### src/rtl/frame_arbiter_if.sv
// Handshake bundle around the frame arbiter: two FWFT source FIFOs on one side,
// the pipeline input FIFO on the other, plus frame status.
interface frame_arbiter_if #(
    parameter int DWIDTH = 24
);
    logic [DWIDTH-1:0] in0_dout;
    logic              in0_empty;
    logic              in0_rd_en;
    logic [DWIDTH-1:0] in1_dout;
    logic              in1_empty;
    logic              in1_rd_en;
    logic [DWIDTH-1:0] out_din;
    logic              out_full;
    logic              out_wr_en;
    logic              grant_id;
    logic              busy;
    logic              frame_start;
    logic              frame_done;

    // master is the FIFO/pipeline environment, slave is the arbiter itself
    modport master (
        output in0_dout, in0_empty, in1_dout, in1_empty, out_full,
        input  in0_rd_en, in1_rd_en, out_din, out_wr_en,
        input  grant_id, busy, frame_start, frame_done
    );

    modport slave (
        input  in0_dout, in0_empty, in1_dout, in1_empty, out_full,
        output in0_rd_en, in1_rd_en, out_din, out_wr_en,
        output grant_id, busy, frame_start, frame_done
    );
endinterface

### src/rtl/frame_arbiter.sv
// Round-robin whole-frame arbiter: two FWFT RGB sources share one pipeline input
// FIFO, with zero-latency pass-through and a fixed idle gap after every frame.
module frame_arbiter #(
    parameter int DWIDTH     = 24,
    parameter int IMG_WIDTH  = 64,
    parameter int IMG_HEIGHT = 32,
    parameter int GAP_CYCLES = 2
) (
    input  logic           clock,
    input  logic           reset,
    frame_arbiter_if.slave bus
);
    localparam int CW = (IMG_WIDTH  > 1) ? $clog2(IMG_WIDTH)  : 1;
    localparam int RW = (IMG_HEIGHT > 1) ? $clog2(IMG_HEIGHT) : 1;
    localparam int GW = (GAP_CYCLES > 1) ? $clog2(GAP_CYCLES) : 1;
    localparam logic [CW-1:0] COL_LAST = CW'(IMG_WIDTH - 1);
    localparam logic [RW-1:0] ROW_LAST = RW'(IMG_HEIGHT - 1);
    localparam logic [GW-1:0] GAP_LAST = GW'((GAP_CYCLES > 0) ? GAP_CYCLES - 1 : 0);

    typedef enum logic [1:0] {IDLE, RUN, GAP} state_t;

    state_t            state, state_nxt;
    logic [CW-1:0]     col, col_nxt;
    logic [RW-1:0]     row, row_nxt;
    logic [GW-1:0]     gap_cnt, gap_nxt;
    logic              grant_q, grant_nxt;
    logic              last_grant, last_nxt;
    logic              done_q, done_nxt;
    logic              sel_empty;
    logic [DWIDTH-1:0] sel_dout;
    logic              xfer;
    logic              req0, req1;

    always_comb begin
        req0      = !bus.in0_empty;
        req1      = !bus.in1_empty;
        sel_empty = grant_q ? bus.in1_empty : bus.in0_empty;
        sel_dout  = grant_q ? bus.in1_dout  : bus.in0_dout;
        xfer      = (state == RUN) && !sel_empty && !bus.out_full;
    end

    assign bus.in0_rd_en   = xfer && !grant_q;
    assign bus.in1_rd_en   = xfer &&  grant_q;
    assign bus.out_wr_en   = xfer;
    assign bus.out_din     = xfer ? sel_dout : '0;
    assign bus.frame_start = xfer && (col == '0) && (row == '0);
    assign bus.busy        = (state != IDLE);
    assign bus.grant_id    = grant_q;
    assign bus.frame_done  = done_q;

    always_comb begin
        // NOTE: every target gets a default first so no path leaves it unassigned (no latches).
        state_nxt = state;
        col_nxt   = col;
        row_nxt   = row;
        gap_nxt   = gap_cnt;
        grant_nxt = grant_q;
        last_nxt  = last_grant;
        done_nxt  = 1'b0;
        case (state)
            IDLE: begin
                if (req0 || req1) begin
                    state_nxt = RUN;
                    grant_nxt = (req0 && req1) ? !last_grant : req1;
                end
            end
            RUN: begin
                if (xfer) begin
                    if (col == COL_LAST) begin
                        col_nxt = '0;
                        if (row == ROW_LAST) begin
                            row_nxt   = '0;
                            last_nxt  = grant_q;
                            done_nxt  = 1'b1;
                            state_nxt = (GAP_CYCLES > 0) ? GAP : IDLE;
                        end else begin
                            row_nxt = row + 1'b1;
                        end
                    end else begin
                        col_nxt = col + 1'b1;
                    end
                end
            end
            GAP: begin
                if (gap_cnt == GAP_LAST) begin
                    gap_nxt   = '0;
                    state_nxt = IDLE;
                end else begin
                    gap_nxt = gap_cnt + 1'b1;
                end
            end
            default: state_nxt = IDLE;
        endcase
    end

    // last_grant resets to 1 so source 0 wins the first contested grant
    always_ff @(posedge clock or negedge reset) begin
        if (!reset) begin
            state      <= IDLE;
            col        <= '0;
            row        <= '0;
            gap_cnt    <= '0;
            grant_q    <= 1'b0;
            last_grant <= 1'b1;
            done_q     <= 1'b0;
        end else begin
            // NOTE: non-blocking updates so every register samples the pre-edge values.
            state      <= state_nxt;
            col        <= col_nxt;
            row        <= row_nxt;
            gap_cnt    <= gap_nxt;
            grant_q    <= grant_nxt;
            last_grant <= last_nxt;
            done_q     <= done_nxt;
        end
    end
endmodule

### src/flat_wrapper.sv
// flat-port wrapper written by rule: the top's interface ports become plain ports
module frame_arbiter_flat 
#(
    parameter int DWIDTH     = 24,
    parameter int IMG_WIDTH  = 64,
    parameter int IMG_HEIGHT = 32,
    parameter int GAP_CYCLES = 2
)
  (clock, reset, bus_in0_dout, bus_in0_empty, bus_in1_dout, bus_in1_empty, bus_out_full, bus_in0_rd_en, bus_in1_rd_en, bus_out_din, bus_out_wr_en, bus_grant_id, bus_busy, bus_frame_start, bus_frame_done);
  frame_arbiter_if #(.DWIDTH(DWIDTH)) bus_i ();
  input  logic clock;
  input  logic reset;
  input wire logic [$bits(bus_i.in0_dout)-1:0] bus_in0_dout;
  input wire logic [$bits(bus_i.in0_empty)-1:0] bus_in0_empty;
  input wire logic [$bits(bus_i.in1_dout)-1:0] bus_in1_dout;
  input wire logic [$bits(bus_i.in1_empty)-1:0] bus_in1_empty;
  input wire logic [$bits(bus_i.out_full)-1:0] bus_out_full;
  output wire logic [$bits(bus_i.in0_rd_en)-1:0] bus_in0_rd_en;
  output wire logic [$bits(bus_i.in1_rd_en)-1:0] bus_in1_rd_en;
  output wire logic [$bits(bus_i.out_din)-1:0] bus_out_din;
  output wire logic [$bits(bus_i.out_wr_en)-1:0] bus_out_wr_en;
  output wire logic [$bits(bus_i.grant_id)-1:0] bus_grant_id;
  output wire logic [$bits(bus_i.busy)-1:0] bus_busy;
  output wire logic [$bits(bus_i.frame_start)-1:0] bus_frame_start;
  output wire logic [$bits(bus_i.frame_done)-1:0] bus_frame_done;
  assign bus_i.in0_dout = bus_in0_dout;
  assign bus_i.in0_empty = bus_in0_empty;
  assign bus_i.in1_dout = bus_in1_dout;
  assign bus_i.in1_empty = bus_in1_empty;
  assign bus_i.out_full = bus_out_full;
  assign bus_in0_rd_en = bus_i.in0_rd_en;
  assign bus_in1_rd_en = bus_i.in1_rd_en;
  assign bus_out_din = bus_i.out_din;
  assign bus_out_wr_en = bus_i.out_wr_en;
  assign bus_grant_id = bus_i.grant_id;
  assign bus_busy = bus_i.busy;
  assign bus_frame_start = bus_i.frame_start;
  assign bus_frame_done = bus_i.frame_done;
  frame_arbiter #(.DWIDTH(DWIDTH), .IMG_WIDTH(IMG_WIDTH), .IMG_HEIGHT(IMG_HEIGHT), .GAP_CYCLES(GAP_CYCLES)) u_core (.clock(clock), .reset(reset), .bus(bus_i));
endmodule
### config.mk
export PLATFORM = sky130hd
export DESIGN_NAME = frame_arbiter_flat
export DESIGN_NICKNAME = d
export VERILOG_FILES = /design/src/rtl/frame_arbiter_if.sv /design/src/rtl/frame_arbiter.sv /design/src/flat_wrapper.sv
export SDC_FILE = /design/constraint.sdc
export NUM_CORES = 1
export LEC_CHECK = 0
export BUFFER_PORTS_ARGS = -buffer_cell sky130_fd_sc_hd__buf_2
export CORE_ASPECT_RATIO = 2
export CORE_UTILIZATION = 43
export CTS_CLUSTER_DIAMETER = 120
export DETAILED_ROUTE_END_ITERATION = 12
export PLACE_DENSITY = 0.83
export SYNTH_ARGS = -nofsm -noshare
export SYNTH_HDL_FRONTEND = slang
export SYNTH_SLANG_ARGS = --single-unit
### constraint.sdc
create_clock -name clock -period 4.38 [get_ports clock]
set_input_delay 1.095 -clock clock [delete_from_list [all_inputs] [get_ports clock]]
set_output_delay 1.095 -clock clock [all_outputs]
set_load 0.01 [all_outputs]
==> metrics.md <==
| Metric | Value |
|---|---|
| Critical path arrival | `2.41 ns` |
| Final setup fails | `0` |
| Area grow syn2layout | `42.24%` |
| Worst path most repeated cell | `buf_2` |
| Post-CTS sizing | `0` |
| Max stage delay on crit path | `0.42 ns` |
| Core area | `0.002537 mm²` |
| Die area | `0.002903 mm²` |
| Register area | `426.7 µm²` |
| Max-Cap Viols | `0` |
| Vias in the first global route | `1276` |
| Clk slew on worst S/H paths | `0.06 ns` |
| Clock buffer count from CTS | `3` |
| Main flop type after synthesis | `dfrtp_1` |
| Status | `finished, final reports clean` |
| Antenna-violating nets left | `0` |
| Fin Setup TNS | `0 ns` |
| First-pass GRT wire length | `5.188 mm` |
| Placer Congestion | `0.8065` |
| Worst path bufs/invs | `2` |
| DR pass1 iterations | `4` |
| CTS Buffer Depth | `2` |
| F_max | `0.2857 GHz` |
| Syn_nets | `178` |
| Relative slew slack | `74.64%` |
| Final worst path period need | `3.501 ns` |
| Die Ht | `75.21 µm` |
| Gr ovfl total | `0` |
| Worst vdd ir | `0.0003010 V` |
| Final period utilization | `79.93%` |
| Comb pwr share | `29.5%` |
| Crit path capture type | `primary output` |
| Die Span X | `38.61 µm` |
| # fillers | `225` |
| Multi-input logic area | `674.4 µm²` |
| GRT Resource Usage Total | `25.64%` |
| Most common cell after layout, fill and taps aside | `buf_2` |
| Power Dens Cells | `294.8 mW/mm²` |
| Clock power frac | `24.4%` |
| P_sw | `163.9 µW` |
| Fin. max-slew vios | `0` |
| Root Driver | `clkbuf_8` |
| Slowest-stage cell, CP | `or3b_4` |
| Vias | `1294` |
| Internal power | `319.3 µW` |
| Post-CTS Setup Bufs | `0` |
| CP Data Required Time | `3.28 ns` |
| Hold Fails Final Rpt | `0` |
| Final Skew | `0.001647 ns` |
| CTS tree | `yes` |
| Synthesized flop and latch total | `17` |
| Initial drt markers | `23` |
| Cells along the critical path | `buf_2 > or3b_4 > a211o_4 > nor2_1 > and3_1 > buf_2` |
| Row cnt | `26` |
| Hold Crit Class | `reg -> reg` |
| Design area | `0.001639 mm²` |
| Cell count after synthesis | `119` |
| CTS Hold Bufs | `0` |
| Post-synth ARST share | `100.0%` |
| CP startpoint kind | `primary input` |
| RSZ-0062 raised after global routing | `false` |
| Antenna violations before repair | `0` |
| Post-Place Cell Area | `0.001593 mm²` |
| Initial core utilization | `45.41%` |
| Synth warnings | `0` |
| Netlist area before placement | `0.001152 mm²` |
| # IOs | `84` |
| Clock Sinks | `17` |
| Input/output buffers | `83` |
| Worst hold slack | `0.4843 ns` |
| Leak pwr | `0.0009207 µW` |
| Number of synthesized flops with an enable pin | `0` |
| Drc violations | `0` |
| H-tree depth | `1` |
| CP delay by family, top | `simple AND/OR/NAND/NOR gates` |
| Ant diodes | `0` |
| Share of cells above drive strength 1 | `49.26%` |
| Via density | `5.602` |
| Register share of total power | `46.1%` |
| CP Class | `in -> out` |
| Netlist cell types | `38` |
| Most frequent cells in the layout | `83 x buf_2, 25 x a22o_1, 16 x dfrtp_1` |
| Sequential-to-total area share from yosys stat | `37.02%` |
| CP Max Fanout | `8` |
| Worst-skew pair later-pin latency | `0.26 ns` |
| Nets@finish | `263` |
| Largest net degree at the start of global routing | `26` |
| Mean Syn Cell Area | `9.684 µm²` |
| WL final | `3.586 mm` |
| Switching portion of total power | `33.91%` |
| Worst-margin pin slew | `0.3804 ns` |
| HPWL Detailed | `2.875 mm` |
| Wire length per cell | `15.52 µm` |
logic make-up after synthesis:
kind of cell | count (synthesis) | share of synthesized area [%]
XOR/XNOR | 2 | 1.520
AO/OA/AOI/OAI | 42 | 29.21
multiplexers | 2 | 1.954
adder cells (fa/ha/maj) | 6 | 6.514
AND/OR/NAND/NOR | 38 | 19.33
flip-flops | 17 | 37.03
buffers and inverters | 12 | 4.453
registers in the layout, summed over array words and instances (netlist names):
signal,flops
u_core.bus.grant_id,1
u_core.last_grant,1
u_core.state,2
u_core.col,6
u_core.gap_cnt,1
u_core.row,5
u_core.bus.frame_done,1
per-layer routing:
metal	global-route usage, %	wire, µm
met3	11.50	510
met2	47.96	1863
met4	11.49	56
met1	21.15	1155
met5	0	0
worst reg2reg max path, cell delays in order (launching register included):
cell	delay, ns
dfrtp_1	0.40
or3b_4	0.43
a211o_4	0.36
inv_1	0.23
and3_1	0.25
mux2_2	0.34
through the flow:
step                      instances  setup slack, ns  utilization (%)  total power [µW]
after floorplan                 119           0.9507                -             298.2
after global placement          227           0.9278            62.77             357.5
after detailed placement        227           0.8983            62.77             366.1
after CTS                       231           0.8896            64.60             485.1
after global routing            231           0.8315            64.60             509.8
final                           231           0.8792            64.60             483.2
power groups by stage:
stage	clock, µW	sequential, µW	combinational [µW]
global route	126	226	158
floorplan	0	213	85.2
detailed placement	0	223	143
finish	118	223	143
global placement	0	221	136
CTS	120	222	143
cells in the mapped netlist, types with 2 or more instances:
cell	number	area [µm²]
xnor2_1	2	17.52
buf_2	2	10.01
nor2_1	8	30.03
nor2b_1	2	12.51
o21ai_0	8	40.04
nand2_1	6	22.52
dfrtp_1	16	400.4
nand4_1	2	12.51
inv_1	7	26.28
ha_1	6	75.07
a22o_1	25	219.0
mux2_2	2	22.52
nand3_1	4	20.02
and3_1	4	25.02
clkbuf_1	2	7.510
final cells by class:
type	count	area share [%]
Multi-Input combinational cell	90	41.15
Timing Repair Buffer	85	26.26
Sequential cell	17	26.03
Clock buffer	3	2.519
Tap cell	28	2.137
Inverter	7	1.603
Clock inverter	1	0.3053
final timing paths:
check	from	end	slack, ns	cells after the start
setup / recovery	bus_out_full	bus_frame_start	0.88	6
hold / removal	u_core.state[1]	u_core.state[0]	0.48	1
setup reg to reg	u_core.state[0]	u_core.last_grant	2.30	5
hold reg to reg	u_core.state[1]	u_core.state[0]	0.48	1
max in group asynchronous	reset	u_core.last_grant	3.32	1
min in group asynchronous	reset	u_core.row[4]	0.75	1
Power figures use the tool's default switching activity.
